`config.mk`:
```
export PLATFORM = sky130hd
export DESIGN_NAME = mod_exp_sequencer
export DESIGN_NICKNAME = d
export VERILOG_FILES = /design/src/rtl/mod_exp_sequencer.sv
export SDC_FILE = /design/constraint.sdc
export NUM_CORES = 1
export LEC_CHECK = 0
export BUFFER_PORTS_ARGS = -buffer_cell sky130_fd_sc_hd__buf_2
export CAP_MARGIN = 25
export CORE_MARGIN = 4
export CORE_UTILIZATION = 50
export DETAILED_ROUTE_END_ITERATION = 8
export GPL_ROUTABILITY_DRIVEN = 0
export GPL_TIMING_DRIVEN = 0
export PLACE_DENSITY = 0.78
export RECOVER_POWER = 50
export SYNTH_ARGS = -nofsm -noshare
export SYNTH_HDL_FRONTEND = slang
export SYNTH_SLANG_ARGS = --single-unit
```
`constraint.sdc`:
```
create_clock -name clk -period 1.9 [get_ports clk]
set_input_delay 0.095 -clock clk [delete_from_list [all_inputs] [get_ports clk]]
set_output_delay 0.095 -clock clk [all_outputs]
set_load 0.02 [all_outputs]
```
`src/rtl/mod_exp_sequencer.sv`:
```
// Left-to-right square-and-multiply sequencer computing R = M^E mod N by driving an external modular multiplier.
// Optional macro SKIP_LZ_EN: start the bit scan at the most significant 1 of E, skipping squarings of ACC=1.
module mod_exp_sequencer #(
  parameter int K     = 8,
  parameter int EXP_W = 8
) (
  input  logic             clk,
  input  logic             rst,
  input  logic             start,
  input  logic [K-1:0]     M,
  input  logic [EXP_W-1:0] E,
  input  logic [K-1:0]     N,
  output logic             busy,
  output logic             done,
  output logic [K-1:0]     R,
  output logic             mm_start,
  output logic [K-1:0]     mm_A,
  output logic [K-1:0]     mm_B,
  output logic [K-1:0]     mm_N,
  input  logic             mm_done,
  input  logic [K-1:0]     mm_C
);

  localparam int IW = (EXP_W > 1) ? $clog2(EXP_W) : 1;

  typedef enum logic [2:0] {
    S_IDLE, S_LOAD, S_SQ_REQ, S_SQ_WAIT, S_MUL_REQ, S_MUL_WAIT, S_NEXT, S_FINISH
  } state_t;

  state_t           state, state_nxt;
  logic [K-1:0]     acc, base, mod, r_q;
  logic [EXP_W-1:0] exp_q;
  logic [IW-1:0]    idx;

`ifdef SKIP_LZ_EN
  function automatic logic [IW-1:0] msb_idx(input logic [EXP_W-1:0] e);
    logic [IW-1:0] m;
    m = '0;
    for (int b = 0; b < EXP_W; b++)
      if (e[b]) m = IW'(b);
    return m;
  endfunction
`endif

  always_ff @(posedge clk) begin
    if (rst) state <= S_IDLE;
    else     state <= state_nxt;
  end

  always_comb begin
    state_nxt = state;
    case (state)
      S_IDLE:     if (start) state_nxt = S_LOAD;
      S_LOAD: begin
        if (mod <= K'(1) || exp_q == '0) state_nxt = S_FINISH;
        else                             state_nxt = S_SQ_REQ;
      end
      S_SQ_REQ:   state_nxt = S_SQ_WAIT;
      S_SQ_WAIT:  if (mm_done) state_nxt = exp_q[idx] ? S_MUL_REQ : S_NEXT;
      S_MUL_REQ:  state_nxt = S_MUL_WAIT;
      S_MUL_WAIT: if (mm_done) state_nxt = S_NEXT;
      S_NEXT:     state_nxt = (idx == '0) ? S_FINISH : S_SQ_REQ;
      S_FINISH:   state_nxt = S_IDLE;
      default:    state_nxt = S_IDLE;
    endcase
  end

  // Operand, accumulator and result registers
  always_ff @(posedge clk) begin
    if (rst) begin
      acc   <= '0;
      base  <= '0;
      mod   <= '0;
      exp_q <= '0;
      idx   <= '0;
      r_q   <= '0;
    end else begin
      case (state)
        S_IDLE: if (start) begin
          base  <= M;
          exp_q <= E;
          mod   <= N;
          acc   <= K'(1);
          idx   <= IW'(EXP_W - 1);
        end
        S_LOAD: begin
          if (mod <= K'(1)) acc <= '0;
`ifdef SKIP_LZ_EN
          idx <= msb_idx(exp_q);
`endif
        end
        S_SQ_WAIT, S_MUL_WAIT: if (mm_done) acc <= mm_C;
        S_NEXT:   if (idx != '0) idx <= idx - IW'(1);
        S_FINISH: r_q <= acc;
        default: ;
      endcase
    end
  end

  // Operands come straight from ACC/BASE, which cannot change before mm_done is taken
  always_comb begin
    mm_start = 1'b0;
    mm_A     = '0;
    mm_B     = '0;
    busy     = (state != S_IDLE);
    done     = 1'b0;
    R        = r_q;
    case (state)
      S_SQ_REQ, S_SQ_WAIT: begin
        mm_start = (state == S_SQ_REQ);
        mm_A     = acc;
        mm_B     = acc;
      end
      S_MUL_REQ, S_MUL_WAIT: begin
        mm_start = (state == S_MUL_REQ);
        mm_A     = acc;
        mm_B     = base;
      end
      S_FINISH: begin
        done = 1'b1;
        R    = acc;
      end
      default: ;
    endcase
  end

  assign mm_N = mod;

endmodule
```
==> results.ini, run 1 <==
[synthesis]
syn_inst=250
ys_ff_latch=46
yosys_warnings=0
synth_area_um2=2210
synth.area.top_cells=dfxtp_1 42%, nand2_1 12%, a21oi_1 6.1%
avgSynthCellArea_um2=8.82
synthArstFlopShare_pct=0
synth_edf_count=0
synth.top_cell.area_share_pct=41.7
synth_cell_types=42
synth_top_area_cell=dfxtp_1
syn_nets=288
yosys_most_used_dff=dfxtp_1
ys_seq_area_share_pct=41.7

[placement]
dp_cells=370
place_ws_ps=189
post-dp-hpwl_um=3820
dpl_cell_area_um2=2620
port_buffers=70

[worst_setup_path]
cp_slowest_cell=clkbuf_1
reg2reg_setup_slack_ps=150
path_buf_inv=3
worstPathArrival_ps=1680
worst_ep_required_time_ps=1800
max_stage_delay_ps=340
startpoint_type=flop
path_max_fanout=9
worstSetupEndpointType=output port
crit_chain=buf_6 > nor2b_1 > clkbuf_1 > a22o_1 > clkbuf_1
cp_top_family=buffers and inverters
path_class=flop to output port
crit_path_frequent_cell=clkbuf_1

[route]
drc=0
via_count=1939
routed_wl_um=4990
ant_nets=0
routedWlPerCell_um=13.2
drtPass1Iterations=4
drt_iter0_markers=93
routed_via_density=5.13

[timing]
tns_ps=0
hold_slack_ps=23.4
timing.final.crit_share_pct=93.4
hold_viol=0
setup-violations-final=0
fmax_ghz=0.563
period_needed_ps=1770
fin_ws_ps=125
rsz0062_at_grt=false
slew_violations=0
skew_ps=4.46
tightestPinTransition_ps=703
slew-limit-headroom_pct=52.7

[layout]
syn2layout_area_growth_pct=20.4
final_area_um2=2660
layout-drive-gt1-share_pct=25.3
antennaDiodeCount=0
layout.nets=365
instances_no_fill=378
final_util_pct=64.1

[clocking]
cts_setup_buffers=0
clockBufferDepth=2
cts_buffers=5
htree_levels=2
cts.repair.resized=0
clock_latency_ps=300
cts_tree=built
cts-root-buf=clkbuf_8
clkTransAtPathRegs_ps=80
cts-hold-fix-buffers=0
cts.sinks=46

[global_route]
grt_pass1_vias=1767
grt_pass1_wl_um=8140
grt_max_degree=14
antenna_found_initial=0
grt_use_total_pct=18.8
overflow=0

[power]
p_seq_share_pct=42.6
p_int_mw=1.79
clkPwrFrac_pct=21.6
p_leak_nw=1.16
powerDensity_nw_per_um2=1070
peakVddDrop_mv=0.565
p_comb_share_pct=35.8
swShare_pct=37.2
power_mw=2.84
power_switching_mw=1.06

[die]
coreArea_um2=4140
dieArea_um2=5540
row_count=23
fp.dieW_um=74.4
die_h_um=74.4
io-pin-count=71
start_util_pct=53.2

[outcome]
status=finished, final reports clean

[worst_hold_path]
hold_class=primary input to flop

[run]
maxCapViolations=0

-- cell families (layout without fill, tap and decap cells) --
group	after synthesis	after routing	synth area share (%)
AOI/OAI and AO/OA	48	48	13.4
xor gates and xnor gates	1	1	0.738
buffers and inverters	22	100	5.73
muxes	17	17	10.7
DFF	46	46	41.7
and+or+nand+nor	114	114	26.5
adders and majority gates	2	2	1.13
-- synth_stat cells (all sizes together), types with 2 or more instances --
cell / count
o21ai: 4
a22o: 8
mux2i: 7
nand3: 5
inv: 7
mux2: 8
nor2: 2
nand2: 70
a21oi: 27
ha: 2
a31oi: 2
nor2b: 5
nor4: 3
dfxtp: 46
mux4: 2
buf: 9
and2: 16
nor3: 5
a211oi: 2
nand2b: 2
clkbuf: 6
-- layer usage --
metal / part of all wire [%] / wire [µm] / global-route usage, % / up-vias
met5: 0 / 0 / 0 / -
met4: 0.88 / 44 / 4.74 / 0
li1: - / - / - / 1002
met1: 46 / 2300 / 25.1 / 878
met2: 47 / 2340 / 30.8 / 55
met3: 6.2 / 307 / 4.46 / 4
-- power by group through the flow --
stage | clock network (mW) | logic [mW] | registers [mW]
global route | 0.656 | 1.13 | 1.23
finish | 0.613 | 1.02 | 1.21
detailed placement | 0 | 1.05 | 1.24
CTS | 0.621 | 1.05 | 1.21
global placement | 0 | 1.03 | 1.23
floorplan | 0 | 0.764 | 1.23
-- path summary, 6_finish.rpt --
path / from / to / cells past startpoint
max: state[1] / mm_B[7] / 5
min: M[4] / base[4] / 3
max reg2reg: mm_N[4] / acc[2] / 4
min reg2reg: base[5] / base[5] / 2
-- final cells by class --
cell class                      count  area (µm²)
Buffer                             15        92.6
Clock buffer                        7        86.3
Clock inverter                      1        5.00
Fill cell                         394        1490
Inverter                            7        26.3
Multi-Input combinational cell    182        1130
Sequential cell                    46         921
Tap cell                           50        62.6
Timing Repair Buffer               70         332
-- registers in the layout, summed over array words and instances (netlist names) --
name,count
acc,8
base,8
exp_q,8
mm_N,8
r_q,8
idx,3
state,3
-- layout by cell type (no fill, tap or decap), types with 2 or more instances in the layout --
master	n
clkbuf_2	3
clkbuf_1	23
and2_1	16
o21ai_0	3
nor3_1	5
buf_4	3
ha_1	2
inv_1	6
nor4_1	3
buf_2	54
nor2b_1	5
dfxtp_1	46
mux2i_1	7
a21oi_1	27
a31oi_1	2
mux2_4	2
nand2_1	69
clkbuf_8	6
nand3_1	2
a211oi_1	2
a22o_1	8
buf_6	3
mux2_1	6
nand2b_1	2
mux4_2	2
nand3_2	2
-- tightest hold or removal path, delay by kind of cell --
kind                   cells  cell delay (ps)
AOI/OAI and AO/OA          1               50
and+or+nand+nor            1               40
buffers and inverters      1               90
Power figures use the tool's default switching activity.
==> run 2: changes to the inputs <==
Settings changed: ABC_AREA from default to 1, CORE_UTILIZATION 50 to 48, PLACE_DENSITY 0.78 to 0.75.
==> run 2 against run 1 <==
Net effect:
- the flow now finishes with violations (negative hold slack)
- count of clock-buffer cells in the layout shrank 1
- worst setup slack lost 21 ps
- worst hold slack lost 24 ps
- non-clock buffer count shrank 2
- routed wire length grew 12%
- critical endpoint is now R[5]
==> results.ini, run 2 <==
[outcome]
status=complete, but fails checks
violations=negative hold slack

[layout]
num-fill-cells=449  ; +14%
syn2layout_area_growth_pct=20.8
layout.nets=438  ; +20%
layout-drive-gt1-share_pct=23.8  ; -1.6 points
seq_area_um2=922  ; +0.14%
final_common_cell=buf_2
final_area_um2=2720  ; +2.5%
final_cell_mix=63 x buf_2, 55 x inv_1, 45 x dfxtp_1
multi_input_area_um2=1020  ; -9.6%
antennaDiodeCount=0  ; unchanged

[route]
drtPass1Iterations=4  ; unchanged
routedWlPerCell_um=12.4  ; -6.2%
met2_length_um=2700  ; +16%
via_count=2250  ; +16%
routed_wl_um=5600  ; +12%
drt_iter0_markers=96  ; +3.2%
top_layer=met4
drc=0  ; unchanged
wl_met1_um=2610  ; +14%
routed_via_density=4.98  ; -3.0%
ant_nets=0  ; unchanged
wl_met3_um=242  ; -21%

[synthesis]
syn_inst=323  ; +29%
ys_seq_area_share_pct=40.9  ; -0.88 points
syn_nets=361  ; +25%
synth_edf_count=0  ; unchanged
synth_most_common_cell=inv_1
synth_area_um2=2250  ; +2.2%
synth.area.top_cells=dfxtp_1 41%, inv_1 9.0%, a21oi_1 8.9%
avgSynthCellArea_um2=6.98  ; -21%
yosys_most_used_dff=dfxtp_1
synth.top_cell.area_share_pct=40.9  ; -0.88 points
synth_cell_types=29  ; -31%
yosys_warnings=0  ; unchanged
synth_commonest_cells=54 x inv_1, 46 x dfxtp_1, 42 x nand2_1
synthArstFlopShare_pct=0  ; unchanged
ys_ff_latch=46  ; unchanged
synth_top_area_cell=dfxtp_1

[die]
fp.dieW_um=76.5  ; +2.8%
die_h_um=76.5  ; +2.8%
dieArea_um2=5850  ; +5.7%
row_count=24  ; +4.3%
io-pin-count=71  ; unchanged
coreArea_um2=4440  ; +7.2%
start_util_pct=50.7  ; -2.5 points

[clocking]
clkTransAtPathRegs_ps=90  ; about the same
cts_tree=built
clock_latency_ps=290  ; about the same
clockBufferDepth=2  ; unchanged
htree_levels=2  ; unchanged
cts_setup_buffers=0  ; unchanged
cts-root-buf=clkbuf_8
cts_buffers=5  ; unchanged
cts.sinks=46  ; unchanged

[timing]
hold_slack_ps=-0.171  ; -23.5 ps
period_needed_ps=1800  ; +21.2 ps
skew_ps=10.5  ; +6.06 ps
tightestPinTransition_ps=521  ; -182 ps
rsz0062_at_grt=false
fmax_ghz=0.557  ; -1.2%
timing.final.crit_share_pct=94.5  ; +1.1 points
slew_violations=0  ; unchanged
tns_ps=0  ; unchanged
slew-limit-headroom_pct=65.3  ; +13 points
setup-violations-final=0  ; unchanged
hold_viol=1  ; +1

[placement]
dpl_cell_area_um2=2670  ; +1.9%
post-dp-hpwl_um=4330  ; +13%
port_buffers=70  ; unchanged

[global_route]
grt_max_degree=14  ; unchanged
grt_pass1_vias=2065  ; +17%
antenna_found_initial=0  ; unchanged
overflow=0  ; unchanged
grt_use_total_pct=19.2  ; +0.32 points
grt_pass1_wl_um=9370  ; +15%

[power]
p_leak_nw=1.34  ; +16%
power_mw=2.92  ; +2.6%
powerDensity_nw_per_um2=1070  ; +0.11%
peakVddDrop_mv=0.517  ; -8.5%

[worst_setup_path]
worstSetupEndpointType=output port
r2r_end=base[4]
worst_r2r_path_depth=7  ; +3
crit_chain=buf_6 > nand2_2 > nor2_4 > buf_4 > clkbuf_4 > a21oi_1 > buf_2
max_stage_delay_ps=330  ; about the same
path_class=flop to output port
startpoint_type=flop
worst_ep_required_time_ps=1800  ; about the same
r2r-start=state[2]
cp_slowest_cell=dfxtp_1
path_max_fanout=10  ; +1
reg2reg_setup_slack_ps=190  ; +40 ps
worstPathArrival_ps=1700  ; +20 ps

[worst_hold_path]
hold_class=primary input to flop
hold_end=r_q[1]
hold_start=rst
min_path_cells=2  ; -1

[run]
maxCapViolations=0  ; unchanged

==> run 2: cell types whose count changed after synthesis, moves of 5 or more <==
| cell | delta |
|---|---|
| a21oi_1 | +13 |
| nor2b_1 | -5 |
| a211oi_1 | +6 |
| nor2_1 | +37 |
| nand2_1 | -27 |
| a22o_1 | -8 |
| or2_2 | +8 |
| o21ai_0 | +19 |
| o22ai_1 | +8 |
| inv_1 | +48 |
| nand3_1 | +14 |
| mux2_4 | -8 |
| mux2i_1 | -7 |
| and2_1 | -15 |
==> run 2: cells by family (layout without fill, tap and decap cells) <==
family / Yosys count / in the layout / share of synthesized area (%)
AND/OR/NAND/NOR: 120 / 120 / 24.6
AO/OA/AOI/OAI: 85 / 85 / 20.4
buffers and inverters: 70 / 147 / 13.0
flip-flops: 46 / 46 / 40.9
adder cells (fa/ha/maj): 2 / 2 / 1.11
==> run 2: worst max path at each step <==
| stage | startpoint | depth (start not counted) | slack (ps) | endpoint |
|---|---|---|---|---|
| after floorplan | state[1] | 5 | 210 | mm_A[0] |
| after global placement | state[2] | 7 | 300 | R[5] |
| after detailed placement | state[2] | 7 | 310 | R[5] |
| after CTS | state[2] | 7 | 80 | R[5] |
| after global routing | state[1] | 7 | 3 | R[7] |
| final | state[1] | 7 | 100 | R[5] |
==> run 2: final cells by class <==
class	instances	area share (%)
multi-input cells	207	37.5
repair buffers	70	12.5
well taps	52	2.39
flip-flops and latches	46	33.9
clock inverters	1	0.276
inverters	57	7.86
plain buffers	13	2.94
clock buffers	6	2.67
==> run 2: what timing repair did <==
action / CTS / global route
pin swaps: 0 / 1
gates resized for setup: 1 / 2
setup endpoints to repair: 8 / 8
hold buffers: 0 / 0
==> run 2: routing by layer <==
layer  global-route usage [%]  vias to the layer above
met5                        0                        -
met4                     4.35                        0
met3                     3.90                        4
met2                     33.6                       45
met1                     24.1                     1013
li1                         -                     1188
==> run 2: metrics by stage <==
step | cells | utilization (%) | setup WS, ps | hold slack (ps)
after global placement | 445 | 60.1 | 305 | 313
final | 452 | 61.3 | 104 | -0.171
after floorplan | 323 | - | 208 | 173
after global routing | 452 | 61.3 | 3.22 | 9.38
after CTS | 452 | 62.0 | 80.5 | 3.64
after detailed placement | 445 | 60.1 | 311 | 312
==> run 2: critical path: cells and delay by family (launching register included) <==
kind / cells / cell delay, ps
compound gates: 1 / 80
buf+inv: 4 / 710
flops: 1 / 330
simple gates: 2 / 310
==> run 2: where the power goes <==
part	internal, mW	switching, mW	leakage, nW	total, mW
logic	0.372	0.783	0.929	1.16
clock network	0.253	0.311	0.0373	0.564
registers	1.14	0.0608	0.379	1.20
total	1.76	1.16	1.34	2.92
